**src/rtl/grn_pkg.sv**
```systemverilog
// Shared definitions for the GRN attractor sequencer and the host-side job queue.
// State encoding, default counter width/iteration limit and the Moore output decode.
package grn_pkg;

    localparam int CNT_W_DEF    = 16;
    localparam int MAX_ITER_DEF = 1000;

    typedef enum logic [3:0] {
        ST_IDLE     = 4'd0,
        ST_INIT     = 4'd1,
        ST_FIND_A   = 4'd2,
        ST_FIND_B   = 4'd3,
        ST_FIND_CHK = 4'd4,
        ST_PER_STEP = 4'd5,
        ST_PER_CHK  = 4'd6,
        ST_REWIND   = 4'd7,
        ST_ADV      = 4'd8,
        ST_MU_CHK   = 4'd9,
        ST_MU_A     = 4'd10,
        ST_MU_B     = 4'd11,
        ST_DONE     = 4'd12
    } grn_state_e;

    // Moore strobes for a state: {reset_nos, start_s0, start_s1, busy, res_valid}
    function automatic logic [4:0] grn_decode(input grn_state_e st);
        logic [4:0] d;
        case (st)
            ST_IDLE:     d = 5'b00000;
            ST_INIT:     d = 5'b10010;
            ST_FIND_A:   d = 5'b01110;
            ST_FIND_B:   d = 5'b01110;
            ST_PER_STEP: d = 5'b00110;
            ST_REWIND:   d = 5'b10010;
            ST_ADV:      d = 5'b00110;
            ST_MU_A:     d = 5'b01110;
            ST_MU_B:     d = 5'b01010;
            ST_DONE:     d = 5'b00011;
            default:     d = 5'b00010;
        endcase
        return d;
    endfunction

endpackage

```
**src/rtl/grn_attractor_ctrl.sv**
```systemverilog
// Floyd cycle-detection sequencer for a dual-copy boolean GRN node array.
// Finds attractor period and transient length, returned over a valid/ready handshake.
module grn_attractor_ctrl
    import grn_pkg::*;
#(
    parameter int N_NODES  = 8,
    parameter int CNT_W    = CNT_W_DEF,
    parameter int MAX_ITER = MAX_ITER_DEF
) (
    input  logic               clk,
    input  logic               rst,
    input  logic               start,
    input  logic [N_NODES-1:0] init_vec,
    input  logic [N_NODES-1:0] s0_vec,
    input  logic [N_NODES-1:0] s1_vec,
    output logic               reset_nos,
    output logic [N_NODES-1:0] init_state,
    output logic               start_s0,
    output logic               start_s1,
    output logic               busy,
    output logic               res_valid,
    input  logic               res_ready,
    output logic [CNT_W-1:0]   period,
    output logic [CNT_W-1:0]   transient,
    output logic               timeout
);

    localparam logic [CNT_W-1:0] CNT_ONE    = {{(CNT_W-1){1'b0}}, 1'b1};
    localparam logic [CNT_W-1:0] CNT_ZERO   = {CNT_W{1'b0}};
    localparam logic [CNT_W-1:0] MAX_ITER_C = CNT_W'(MAX_ITER);

    grn_state_e       state_r;
    grn_state_e       state_nxt_s;
    logic [CNT_W-1:0] k_r;
    logic [CNT_W-1:0] dcnt_r;
    logic [CNT_W-1:0] k_inc_s;
    logic             match_s;

    assign match_s = (s0_vec == s1_vec);
    assign k_inc_s = k_r + CNT_ONE;

    // Next-state selection; match is only meaningful in the CHK states where no enable is active
    always_comb begin
        state_nxt_s = state_r;
        case (state_r)
            ST_IDLE: begin
                if (start) state_nxt_s = ST_INIT;
                else       state_nxt_s = ST_IDLE;
            end
            ST_INIT:   state_nxt_s = ST_FIND_A;
            ST_FIND_A: state_nxt_s = ST_FIND_B;
            ST_FIND_B: state_nxt_s = ST_FIND_CHK;
            ST_FIND_CHK: begin
                if (match_s)                   state_nxt_s = ST_PER_STEP;
                else if (k_inc_s == MAX_ITER_C) state_nxt_s = ST_DONE;
                else                           state_nxt_s = ST_FIND_A;
            end
            ST_PER_STEP: state_nxt_s = ST_PER_CHK;
            ST_PER_CHK: begin
                if (match_s) state_nxt_s = ST_REWIND;
                else         state_nxt_s = ST_PER_STEP;
            end
            ST_REWIND: state_nxt_s = ST_ADV;
            ST_ADV: begin
                if (dcnt_r == CNT_ONE) state_nxt_s = ST_MU_CHK;
                else                   state_nxt_s = ST_ADV;
            end
            ST_MU_CHK: begin
                if (match_s) state_nxt_s = ST_DONE;
                else         state_nxt_s = ST_MU_A;
            end
            ST_MU_A: state_nxt_s = ST_MU_B;
            ST_MU_B: state_nxt_s = ST_MU_CHK;
            ST_DONE: begin
                if (res_ready) state_nxt_s = ST_IDLE;
                else           state_nxt_s = ST_DONE;
            end
            default: state_nxt_s = ST_IDLE;
        endcase
    end

    // State, counters and strobes; strobes are decoded from the next state so they align with it
    always_ff @(posedge clk) begin
        if (rst) begin
            state_r    <= ST_IDLE;
            reset_nos  <= 1'b0;
            start_s0   <= 1'b0;
            start_s1   <= 1'b0;
            busy       <= 1'b0;
            res_valid  <= 1'b0;
            init_state <= {N_NODES{1'b0}};
            period     <= CNT_ZERO;
            transient  <= CNT_ZERO;
            timeout    <= 1'b0;
            k_r        <= CNT_ZERO;
            dcnt_r     <= CNT_ZERO;
        end else begin
            state_r <= state_nxt_s;
            {reset_nos, start_s0, start_s1, busy, res_valid} <= grn_decode(state_nxt_s);
            case (state_r)
                ST_IDLE: begin
                    if (start) begin
                        init_state <= init_vec;
                        k_r        <= CNT_ZERO;
                        period     <= CNT_ZERO;
                        transient  <= CNT_ZERO;
                        timeout    <= 1'b0;
                    end
                end
                ST_FIND_CHK: begin
                    k_r <= k_inc_s;
                    if (!match_s && (k_inc_s == MAX_ITER_C)) begin
                        timeout   <= 1'b1;
                        period    <= CNT_ZERO;
                        transient <= CNT_ZERO;
                    end
                end
                ST_PER_STEP: period    <= period + CNT_ONE;
                ST_REWIND:   dcnt_r    <= period;
                ST_ADV:      dcnt_r    <= dcnt_r - CNT_ONE;
                ST_MU_B:     transient <= transient + CNT_ONE;
                default: ;
            endcase
        end
    end

endmodule

```
**config.mk**
```make
export PLATFORM = sky130hd
export DESIGN_NAME = grn_attractor_ctrl
export DESIGN_NICKNAME = d
export VERILOG_FILES = /design/src/rtl/grn_pkg.sv /design/src/rtl/grn_attractor_ctrl.sv
export SDC_FILE = /design/constraint.sdc
export NUM_CORES = 1
export LEC_CHECK = 0
export CORE_ASPECT_RATIO = 1.2
export CORE_UTILIZATION = 40
export CTS_CLUSTER_SIZE = 28
export DETAILED_ROUTE_END_ITERATION = 8
export PLACE_DENSITY = 0.65
export SETUP_SLACK_MARGIN = 0.2
export SLEW_MARGIN = 25
export SYNTH_ARGS = -nofsm -noshare
export SYNTH_HDL_FRONTEND = slang
export SYNTH_SLANG_ARGS = --single-unit
export TNS_END_PERCENT = 5
```
**constraint.sdc**
```tcl
create_clock -name clk -period 2.4 [get_ports clk]
set_input_delay 0.72 -clock clk [delete_from_list [all_inputs] [get_ports clk]]
set_output_delay 0.72 -clock clk [all_outputs]
set_load 0.02 [all_outputs]
```
* Yosys cells after proc, flatten, opt, wreduce, memory -nomap -nowiden
Memory sizes are Yosys's and may differ from the RTL's. A register that Yosys moved wholly into a read port is not among the register bits.
Index checks and enable logic that the tools add are counted.
** Word-level totals
- Word-level logic and storage cells :: 58
- Memories kept :: 1
- Output and inout port bits :: 46
- Register bits :: 77
- ROM bits :: 80
- Memory bits (writable) :: 0
- Bits in latches :: 0
- Input bits :: 28
** Operators by class
- Shift operators :: 0
- Eq/ne operators :: 17
- Add/subtract/negate cells :: 4
- Reduce and logical (&&, ||, !) cells :: 12
- Bitwise logic cells :: 0
- Divide/modulo/power cells :: 0
- Order comparisons :: 0
- $mul :: 0
- Muxes and demuxes :: 17
** Memory list
- (no name shown) :: words 16, bits a word 5, read ports 1, clocked after Yosys merged registers in 1, wr ports 0, RTL line grn_pkg.sv:27 : case (st)
** Operators with widths (count)
- one-hot mux 16 bit (3 select lines) :: 2
- one-hot mux 16 bit (2 select lines) :: 2
- one-hot mux 4 bit (13 select lines) :: 1
- adder 16 x 1 -> 16 bit (second input constant) :: 3
- 2-to-1 mux 16 bit :: 2
- == test 4 bit (second input constant) :: 5
- == test 16 x 1 -> 1 bit (second input constant) :: 1
- == test 16 x 10 -> 1 bit (second input constant) :: 1
- == test 4 x 3 -> 1 bit (second input constant) :: 4
- subtractor 16 x 1 -> 16 bit (second input constant) :: 1
- 2-to-1 mux 4 bit :: 3
- AND reduction 3 bit :: 3
- == test 4 x 2 -> 1 bit (second input constant) :: 2
- == test 8 bit :: 1
- nonzero test 3 bit :: 2
- == test 4 x 1 -> 1 bit (second input constant) :: 1
- logical NOT 4 bit :: 1
- 2-to-1 mux 1 bit :: 4
- inequality test 2 bit (second input constant) :: 2
- AND reduction 2 bit :: 2
- nonzero test 2 bit :: 2
- 2-to-1 mux 3 bit :: 1
- 2-to-1 mux 2 bit :: 1
- one-hot mux 1 bit (2 select lines) :: 1
- other kinds (2) :: 2

* Logic depth before layout (Yosys ltp)
Gate-level depths: netlist (run 1).
- Depth in word-level cells :: 5
- Gate-level depth with buffers :: 11
- Depth with buffers taken out :: 8

* Worst setup path before layout (run 1)
Ideal clock, no wire load.
- Path type :: reg-to-reg
- Start :: register k_r[0]
- End :: register period[11]
- Path buffers :: 0
- Path slack :: -0.127 ns
- Period minus slack after synthesis :: 2.527 ns
- Required time :: 2.330 ns
- Library setup time :: 0.070 ns
- Data arrival time :: 2.457 ns
- Cell stages (with the launch flop) :: 9
- Path through :: dfxtp_1 -> ha_1 -> nand3_2 -> nor4_4 -> or3_1 -> a2111oi_4 -> nor2_2 -> or4_1 -> a21oi_1
** On the way
- Cells in the longest elaborated chain, start to end :: 5
** Ends and longest elaborated chain
- start: declaration :: RTL line grn_attractor_ctrl.sv:34 : logic [CNT_W-1:0] k_r;
- start signal: assignment :: RTL line grn_attractor_ctrl.sv:111 : k_r <= k_inc_s;
- adder 16 x 1 -> 16 bit :: RTL line grn_attractor_ctrl.sv:40 : assign k_inc_s = k_r + CNT_ONE;
- == test 16 x 10 -> 1 bit :: RTL line grn_attractor_ctrl.sv:112 : if (!match_s && (k_inc_s == MAX_ITER_C)) begin
- logical AND 1 bit :: RTL line grn_attractor_ctrl.sv:112
- inequality test 2 bit (no line)
- AND reduction 3 bit (no line)
- end signal: assignment :: RTL line grn_attractor_ctrl.sv:118 : ST_PER_STEP: period <= period + CNT_ONE;
- end: declaration :: RTL line grn_attractor_ctrl.sv:23 : output logic [CNT_W-1:0] period,
Every way passes these cells.
A chain may end at the register's enable or synchronous reset.

* Worst setup path after layout (run 1)
- Start :: register k_r[0]
- End :: register period[7]
The elaborated chain is that of the path after synthesis.

==> flow_summary.yaml, run 1 <==
run_status:
  status: "finished, violations left"
  violations: "negative setup slack"
drt:
  wl_mm: 12.4
  drc: 0
  drtPass1Iterations: 4
  vias_per_cell: 5.64
  wl_met3_microns: 520
  met1Wirelength_mm: 5.33
  ant_nets: 0
  top_layer_used: "met4"
  wl_met2_mm: 6.23
  via_count: 4509
  wl_per_cell_microns: 15.5
  drt-initial-drc-count: 142
sta:
  period_share: 1.05
  fin_ws_ns: -0.108
  fin_tns_setup_ns: -1.15
  period_needed_ns: 2.51
  fin_skew_ns: 0.00753
  fmax_mhz: 399
  grt_setup_unrepaired: "true"
  whs_ns: 0.456
  hold_violations: 0
  tightest_slew_ns: 0.688
  setup_viol: 29
  slew_viol_final: 0
  slew_headroom: 0.538
yosys:
  synth_edf_count: 0
  ys.warnings.count: 0
  syn_area_per_cell_sq_um: 8.00
  ys_ff_latch: 82
  syn_nets: 577
  async_reset_ff_frac: 0
  synth_flop_cell: "dfxtp_1"
  ys_seq_area_frac: 0.377
  synthDistinctLibCells: 68
  syn_inst: 544
  netlist_area_sq_um: 4350
finish:
  final.fill_count: 960
  num_antenna_cells: 0
  final_nets: 699
  final_layout_size_suffix_gt1_frac: 0.232
  post-route-util: 0.596
  area_growth_pct: 44.8
global_route:
  overflow: 0
  grt_pass1_wl_mm: 19.8
  grt_max_degree: 36
  grt_pass1_vias: 4109
  antenna_found_initial: 0
  track_usage: 0.217
worst_setup_path:
  required_ns: 2.68
  r2r_cells: 10
  cp.buffers_inverters: 2
  slowest_stage: "or4_1"
  critPathMaxFanout: 5
  crit_chain: "ha_4 > nand3_4 > nor4_4 > buf_4 > or3_4 > a2111oi_4 > buf_4 > nor2_4 > or4_1 > a21oi_2"
  arrival_ns: 2.79
  crit_family: "simple AND/OR/NAND/NOR gates"
  cpMostUsedCell: "buf_4"
  critPathKind: "register to register"
  endpoint_kind: "register"
  critical-path-max-stage-delay_ns: 0.48
  start_kind: "register"
  rr_endpoint: "period[7]"
  r2r_setup_slack_ns: -0.11
  r2r-start: "k_r[0]"
floorplanning:
  num_rows: 41
  ios: 74
  initial_core_util: 0.412
  die_area_sq_um: 11300
  die_x_microns: 97.2
  coreArea_sq_um: 10600
  die_y_microns: 116
place:
  finalWeightedCongestion: 0.838
  dp_hpwl_mm: 8.62
  io_buffer_count: 73
cts:
  cts_tree: "yes"
  cts_max_path_buffers: 2
  cts-root-buf: "clkbuf_16"
  htree_levels: 3
  cts_sinks: 82
  numCtsBuffers: 9
  clk_latency_ns: 0.35
  cts.clk_slew.worst_paths_ns: 0.06
worst_hold_path:
  min_to: "init_state[6]"
  min_from: "init_state[6]"
  min_path_cells: 2
  hold_class: "register to register"
power_and_ir_drop:
  seqPwrFrac: 0.401
  p_sw_mw: 0.775
  switching_share: 0.223
  p_per_area_nw_per_um2: 551
  peakVddDrop_mv: 0.277
  intPower_mw: 2.69
  combPwrFrac: 0.105
  clock_power_share: 0.494
  p_leak_nw: 2.32
  power_mw: 3.47
flow_run:
  maxCapViolations: 0
-- how the worst max path moves through the flow --
stage / from / endpoint / slack (ns) / cells past startpoint
global route: k_r[0] / transient[11] / -0.18 / 11
CTS: k_r[0] / period[13] / -0.03 / 8
finish: k_r[0] / period[7] / -0.11 / 10
floorplan: k_r[6] / period[5] / 0.09 / 8
detailed placement: s1_vec[2] / period[13] / -0.46 / 9
global placement: s0_vec[3] / period[11] / -0.37 / 9
-- synthesized netlist by cell type (8+ instances only) --
master	n	area, sq um
clkbuf_1	27	101
o211ai_1	15	113
nand3_1	18	90.1
nor3_1	17	85.1
xor2_1	19	166
nand2_1	57	214
or3_1	12	75.1
nor2_1	67	251
dfxtp_1	82	1640
a21oi_1	58	290
or4_1	8	60.1
xnor2_1	9	78.8
o21ai_0	28	140
nand4_1	9	56.3
-- metrics by stage --
stage               instance area (sq um)  setup slack (ns)  std cells
finish                               6300            -0.108        800
global route                         6300            -0.179        800
CTS                                  6050           -0.0293        786
detailed placement                   5580            -0.461        770
global placement                     5580            -0.369        770
floorplan                            4410            0.0922        544
-- tightest hold or removal path, cell delays in order, from the launching register on --
cell	delay, ns
dfxtp_1	0.31
nand2_1	0.05
a21oi_1	0.05
-- layer usage --
metal	vias up	GRT usage
met5	-	0
met4	0	0.112
met3	25	0.0437
met2	104	0.365
met1	2139	0.267
li1	2241	-
-- final cells by class --
class	count	area, sq um	area share
repair buffers	140	1260	0.200
clock buffers	11	243	0.0385
clock inverters	5	125	0.0199
flip-flops and latches	82	1660	0.263
inverters	7	26.3	0.00417
well taps	129	161	0.0256
multi-input cells	426	2830	0.449
-- power by group through the flow --
| stage | clock [mW] | combinational [mW] | sequential (mW) |
|---|---|---|---|
| 3_3_place_gp | 0 | 0.332 | 1.42 |
| 2_1_floorplan | 0 | 0.157 | 1.44 |
| 6_report | 1.71 | 0.364 | 1.39 |
| 3_5_place_dp | 0 | 0.335 | 1.42 |
| 4_1_cts | 1.74 | 0.343 | 1.39 |
| 5_1_grt | 1.80 | 0.394 | 1.39 |
-- layout by cell type (no fill, tap or decap), drive strengths merged, types with 6 or more instances in the layout --
master,instances
a21oi,58
and2,6
and3,7
and4,6
buf,68
clkbuf,11
clkdlybuf4s50,56
dfxtp,82
dlygate4sd2,10
dlymetal6s2s,6
inv,7
nand2,58
nand3,20
nand4,9
nor2,70
nor3,17
o211ai,16
o21ai,28
o31ai,7
or3,13
or4,8
xnor2,9
xor2,19
-- sequential cells by signal, indices dropped and copies added, names as in the netlist --
register	cells
transient	16
start_s1	1
state_r	4
period	16
init_state	8
start_s0	1
dcnt_r	16
res_valid	1
k_r	16
timeout	1
reset_nos	1
busy	1
-- logic make-up after synthesis --
family / after synthesis / synth area share
and+or+nand+nor: 238 / 0.277
AOI/OAI and AO/OA: 154 / 0.239
DFF: 82 / 0.377
buffers and inverters: 37 / 0.0362
xor gates and xnor gates: 28 / 0.0564
adders and majority gates: 5 / 0.0144
-- what timing repair did --
item                                    4_1_cts  5_1_grt
pin swaps                                    18       28
setup buffers                                 0       13
gates resized for setup                      40       37
hold buffers                                  0        0
cloned                                        0        1
endpoints found under the setup margin       42       46
Power figures use the tool's default switching activity.
==> run 2, diff against run 1 <==
SKIP_LAST_GASP = 1   (was unset)
SLEW_MARGIN = unset   (was 25)
==> run 2 against run 1 <==
Net effect:
- largest power group unchanged
- first-iteration DRC count unchanged
- the flow still finishes with violations (negative setup slack)
- global-route usage decreased by 0.25 points
- sequential cell count unchanged
- die area unchanged
==> flow_summary.yaml, run 2 (synthesis gave the netlist of run 1 again) <==
worst_hold_path:
  min_to: "init_state[6]"
  min_from: "init_state[6]"
  min_path_cells: 2
  hold_class: "register to register"
cts:
  cts-root-buf: "clkbuf_16"
  numCtsBuffers: 9
  cts_tree: "yes"
  clk_latency_ns: 0.35
  cts.clk_slew.worst_paths_ns: 0.06
  ctsHoldBuffers: 0
  cts_sinks: 82
  htree_levels: 3
  cts_max_path_buffers: 2
sta:
  period_needed_ns: 2.55
  fin_tns_setup_ns: -1.07
  fmax_mhz: 393
  fin_ws_ns: -0.146
  fin_skew_ns: 0.00663
  slew_viol_final: 0
  slew_headroom: 0.509
  hold_violations: 0
  whs_ns: 0.456
  tightest_slew_ns: 0.731
  grt_setup_unrepaired: "true"
  period_share: 1.06
  setup_viol: 17
finish:
  final_common_cell: "dfxtp_1"
  mostFrequentLayoutCells: "dfxtp_1, clkdlybuf4s50_1, nor2_1"
  final_layout_size_suffix_gt1_frac: 0.199
  num_antenna_cells: 0
  fin_cells: 801
  multi_input_area_sq_um: 2710
  seqCellArea_sq_um: 1650
  area_growth_pct: 42.6
  final_nets: 700
  final.fill_count: 969
worst_setup_path:
  critPathKind: "register to register"
  required_ns: 2.68
  critPathMaxFanout: 5
  rr_endpoint: "transient[12]"
  crit_start: "k_r[0]"
  start_kind: "register"
  r2r_setup_slack_ns: -0.15
  cpMostUsedCell: "buf_4"
  critical-path-max-stage-delay_ns: 0.48
  r2r-start: "k_r[0]"
  arrival_ns: 2.82
  r2r_cells: 10
  crit_chain: "ha_4 > nand3_4 > nor4_4 > buf_4 > or3_4 > a2111oi_4 > buf_4 > nor2_4 > or4_1 > a21oi_1"
  endpoint_kind: "register"
  slowest_stage: "or4_1"
global_route:
  overflow: 0
  antenna_found_initial: 0
  grt_pass1_vias: 4069
  grt_pass1_wl_mm: 19.5
  grt_max_degree: 36
  track_usage: 0.215
flow_run:
  maxCapViolations: 0
floorplanning:
  die_area_sq_um: 11300
  initial_core_util: 0.412
  die_y_microns: 116
  ios: 74
  die_x_microns: 97.2
  coreArea_sq_um: 10600
  num_rows: 41
run_status:
  status: "finished, violations left"
  violations: "negative setup slack"
place:
  io_buffer_count: 73
  dp_hpwl_mm: 8.62
  finalWeightedCongestion: 0.838
  dp_cells: 770
power_and_ir_drop:
  p_per_area_nw_per_um2: 561
  power_mw: 3.48
  peakVddDrop_mv: 0.280
  p_leak_nw: 2.20
drt:
  wl_mm: 12.5
  wl_per_cell_microns: 15.5
  drtPass1Iterations: 4
  ant_nets: 0
  via_count: 4507
  drc: 0
  vias_per_cell: 5.63
  drt-initial-drc-count: 142
[run 2: how the worst max path moves through the flow]
stage | depth (start not counted) | end
after floorplan | 8 | period[5]
after global placement | 9 | period[11]
after detailed placement | 9 | period[13]
after CTS | 8 | period[13]
after global routing | 10 | transient[12]
final | 10 | transient[12]
[run 2: per-layer routing]
layer / share of wire / up-vias / wire length (microns) / track usage
li1: - / 2236 / - / -
met1: 0.43 / 2141 / 5400 / 0.261
met2: 0.50 / 108 / 6210 / 0.363
met3: 0.043 / 22 / 531 / 0.0437
met4: 0.025 / 0 / 310 / 0.111
met5: 0 / - / 0 / 0
[run 2: critical path, delay by kind of cell (launching register included)]
family          cells  cell delay, ns
flops               1            0.36
simple gates        5            1.09
compound gates      2            0.50
buf+inv             2            0.35
fa+ha+maj           1            0.17
[run 2: what timing repair did]
action	CTS	global route
endpoints found under the setup margin	42	45
pin swaps	3	27
buffers inserted	0	13
gates cloned	0	2
resized for setup	7	24
[run 2: cell type report]
type | count | area share
clock buffers | 11 | 0.0391
clock inverters | 5 | 0.0202
inverters | 7 | 0.00423
well taps | 129 | 0.0260
repair buffers | 141 | 0.206
flip-flops and latches | 82 | 0.267
multi-input cells | 426 | 0.437
[run 2: power breakdown]
group,switching (mW),total [mW],internal (mW)
sequential,0.0100,1.39,1.38
clock,0.573,1.72,1.15
combinational,0.195,0.369,0.174
total,0.778,3.48,2.70
[run 2: through the flow]
step	setup slack [ns]	util	instance area, sq um
after CTS	-0.0633	0.566	5980
after global routing	-0.207	0.587	6200
after detailed placement	-0.461	0.528	5580
after global placement	-0.369	0.528	5580
final	-0.146	0.587	6200
after floorplan	0.0922	-	4410
==> run 3, diff against run 2 <==
ABC_AREA = 1   (was unset)
==> run 3 against run 2 <==
Net effect:
- critical path type is now register to primary output
- fmax is 15% higher
- clock power down 14%
- the flow now finishes without violations
- worst hold slack gained 0.0053 ns
==> flow_summary.yaml, run 3 <==
yosys:
  synthMuxAreaShare: 0
  yosysTopAreaCellShare: 0.342
  yosysMostFrequentCell: "nand2_1"
  ys_ff_latch: 82
  synth_fa_ha_area_frac: 0.0130
  synth_top_family_by_area: "simple AND/OR/NAND/NOR gates"
  ys_top_cells_by_count: "nand2_1, dfxtp_1, inv_1, nor2_1, nand3_1"
  netlist_area_sq_um: 4800
  synth_compound_area_frac: 0.140
  syn_area_per_cell_sq_um: 6.63
  async_reset_ff_frac: 0
  ys_seq_area_frac: 0.342
  synth_top_cells_by_area: "dfxtp_1, nand2_1, inv_1"
  yosys.area_share.simple: 0.384
  synth_edf_count: 0
  synth.largest_area_cell: "dfxtp_1"
  syn_nets: 757
  ys.warnings.count: 0
  synth_xor_xnor_area_share: 0.0399
  synth_flop_cell: "dfxtp_1"
  synthDistinctLibCells: 42
  syn_inst: 724
finish:
  area_growth_pct: 31.4
  num_antenna_cells: 0
  post-route-util: 0.543
  final_nets: 849
  mostFrequentLayoutCells: "nand2_1, dfxtp_1, inv_1"
  fin_cells: 978
  finish.instance_area_sq_um: 6300
  final_common_cell: "nand2_1"
  final_layout_size_suffix_gt1_frac: 0.166
worst_setup_path:
  crit_family: "buffers and inverters"
  r2r_cells: 16
  critical-path-max-stage-delay_ns: 0.67
  critPathMaxFanout: 6
  r2r_setup_slack_ns: 0.21
  rr_endpoint: "period[0]"
  start_kind: "register"
  arrival_ns: 1.50
  r2r-start: "k_r[0]"
  crit_chain: "clkdlybuf4s50_1"
  critPathKind: "register to primary output"
  slowest_stage: "clkdlybuf4s50_1"
  endpoint_kind: "primary output"
  required_ns: 1.68
  cp.buffers_inverters: 1
worst_hold_path:
  min_from: "init_state[3]"
  hold_class: "register to register"
  min_to: "init_state[3]"
  min_path_cells: 2
cts:
  cts_max_path_buffers: 2
  cts-root-buf: "clkbuf_16"
  cts.clk_slew.worst_paths_ns: 0.06
  htree_levels: 3
  cts_sinks: 82
  cts_tree: "yes"
  clk_latency_ns: 0.34
  numCtsBuffers: 9
floorplanning:
  ios: 74
  die_x_microns: 102
  die_y_microns: 122
  num_rows: 43
  die_area_sq_um: 12400
  coreArea_sq_um: 11600
  initial_core_util: 0.413
drt:
  drc: 0
  wl_mm: 13.0
  drt-initial-drc-count: 186
  vias_per_cell: 5.07
  wl_per_cell_microns: 13.2
  via_count: 4958
  ant_nets: 0
  drtPass1Iterations: 4
global_route:
  antenna_found_initial: 0
  grt_pass1_vias: 4677
  grt_max_degree: 38
  grt_pass1_wl_mm: 21.4
  track_usage: 0.214
  overflow: 0
flow_run:
  maxCapViolations: 0
sta:
  fmax_mhz: 451
  setup_viol: 0
  tightest_slew_ns: 0.720
  period_needed_ns: 2.22
  period_share: 0.924
  fin_skew_ns: 0.00859
  hold_violations: 0
  slew_viol_final: 0
  grt_setup_unrepaired: "true"
  slew_headroom: 0.516
place:
  finalWeightedCongestion: 0.934
  dp_hpwl_mm: 9.39
  placed_area_sq_um: 5800
  io_buffer_count: 73
  dp_cells: 956
run_status:
  status: "complete, no violations"
power_and_ir_drop:
  p_leak_nw: 2.27
  peakVddDrop_mv: 0.422
  p_per_area_nw_per_um2: 529
-- run 3: stage by stage --
step,power (mW),setup WS (ns),hold WS [ns],TNS [ns]
2_1_floorplan,1.67,0.334,0.445,0
3_3_place_gp,1.83,-0.299,0.450,-7.06
3_5_place_dp,1.83,-0.416,0.453,-9.64
4_1_cts,3.34,0.189,0.463,0
5_1_grt,3.47,0.0657,0.478,0
6_report,3.34,0.182,0.461,0
-- run 3: worst max-delay path by stage --
stage | from | endpoint | slack [ns] | depth (start not counted)
6_report | period[11] | period[11] | 0.18 | 1
5_1_grt | k_r[7] | period[11] | 0.07 | 14
4_1_cts | k_r[0] | period[3] | 0.19 | 15
3_5_place_dp | s1_vec[2] | transient[15] | -0.42 | 11
3_3_place_gp | s1_vec[7] | transient[11] | -0.30 | 11
2_1_floorplan | s0_vec[4] | transient[6] | 0.33 | 12
-- run 3: what timing repair did --
item | in CTS | in global routing
setup endpoints to repair | 41 | 44
setup buffers | 1 | 4
hold buffers | 0 | 0
resized for setup | 14 | 20
cloned | 0 | 1
pin swaps | 5 | 13
endpoints found under the hold margin | 0 | 0
-- run 3: final cells by class --
| class | instances | area [sq um] |
|---|---|---|
| clock inverter | 6 | 80.1 |
| clock buffer | 10 | 239 |
| tap | 157 | 196 |
| fill | 1122 | 5320 |
| multi-input combinational | 543 | 2860 |
| timing repair buffer | 100 | 973 |
| inverter | 80 | 303 |
| sequential | 82 | 1650 |
-- run 3: cell families after synthesis --
group / Yosys count
adders and majority gates: 5
xor gates and xnor gates: 21
buffers and inverters: 99
DFF: 82
and+or+nand+nor: 408
AOI/OAI and AO/OA: 109
-- run 3: power breakdown --
| part | internal [mW] | total (mW) | switching [mW] |
|---|---|---|---|
| Sequential | 1.39 | 1.40 | 0.0146 |
| Clock | 0.932 | 1.48 | 0.548 |
| Combinational | 0.202 | 0.455 | 0.253 |
-- run 3: routing by layer --
metal / wire length (microns) / track usage / vias up
met4: 197 / 0.0643 / 0
met1: 5700 / 0.261 / 2328
met3: 318 / 0.0373 / 21
met5: 0 / 0 / -
met2: 6730 / 0.380 / 73
li1: - / - / 2536
-- run 3: worst min-delay path: cells and delay by family, from the launching register on --
family	cells	cell delay, ns
and+or+nand+nor	1	0.06
DFF	1	0.31
AOI/OAI and AO/OA	1	0.05
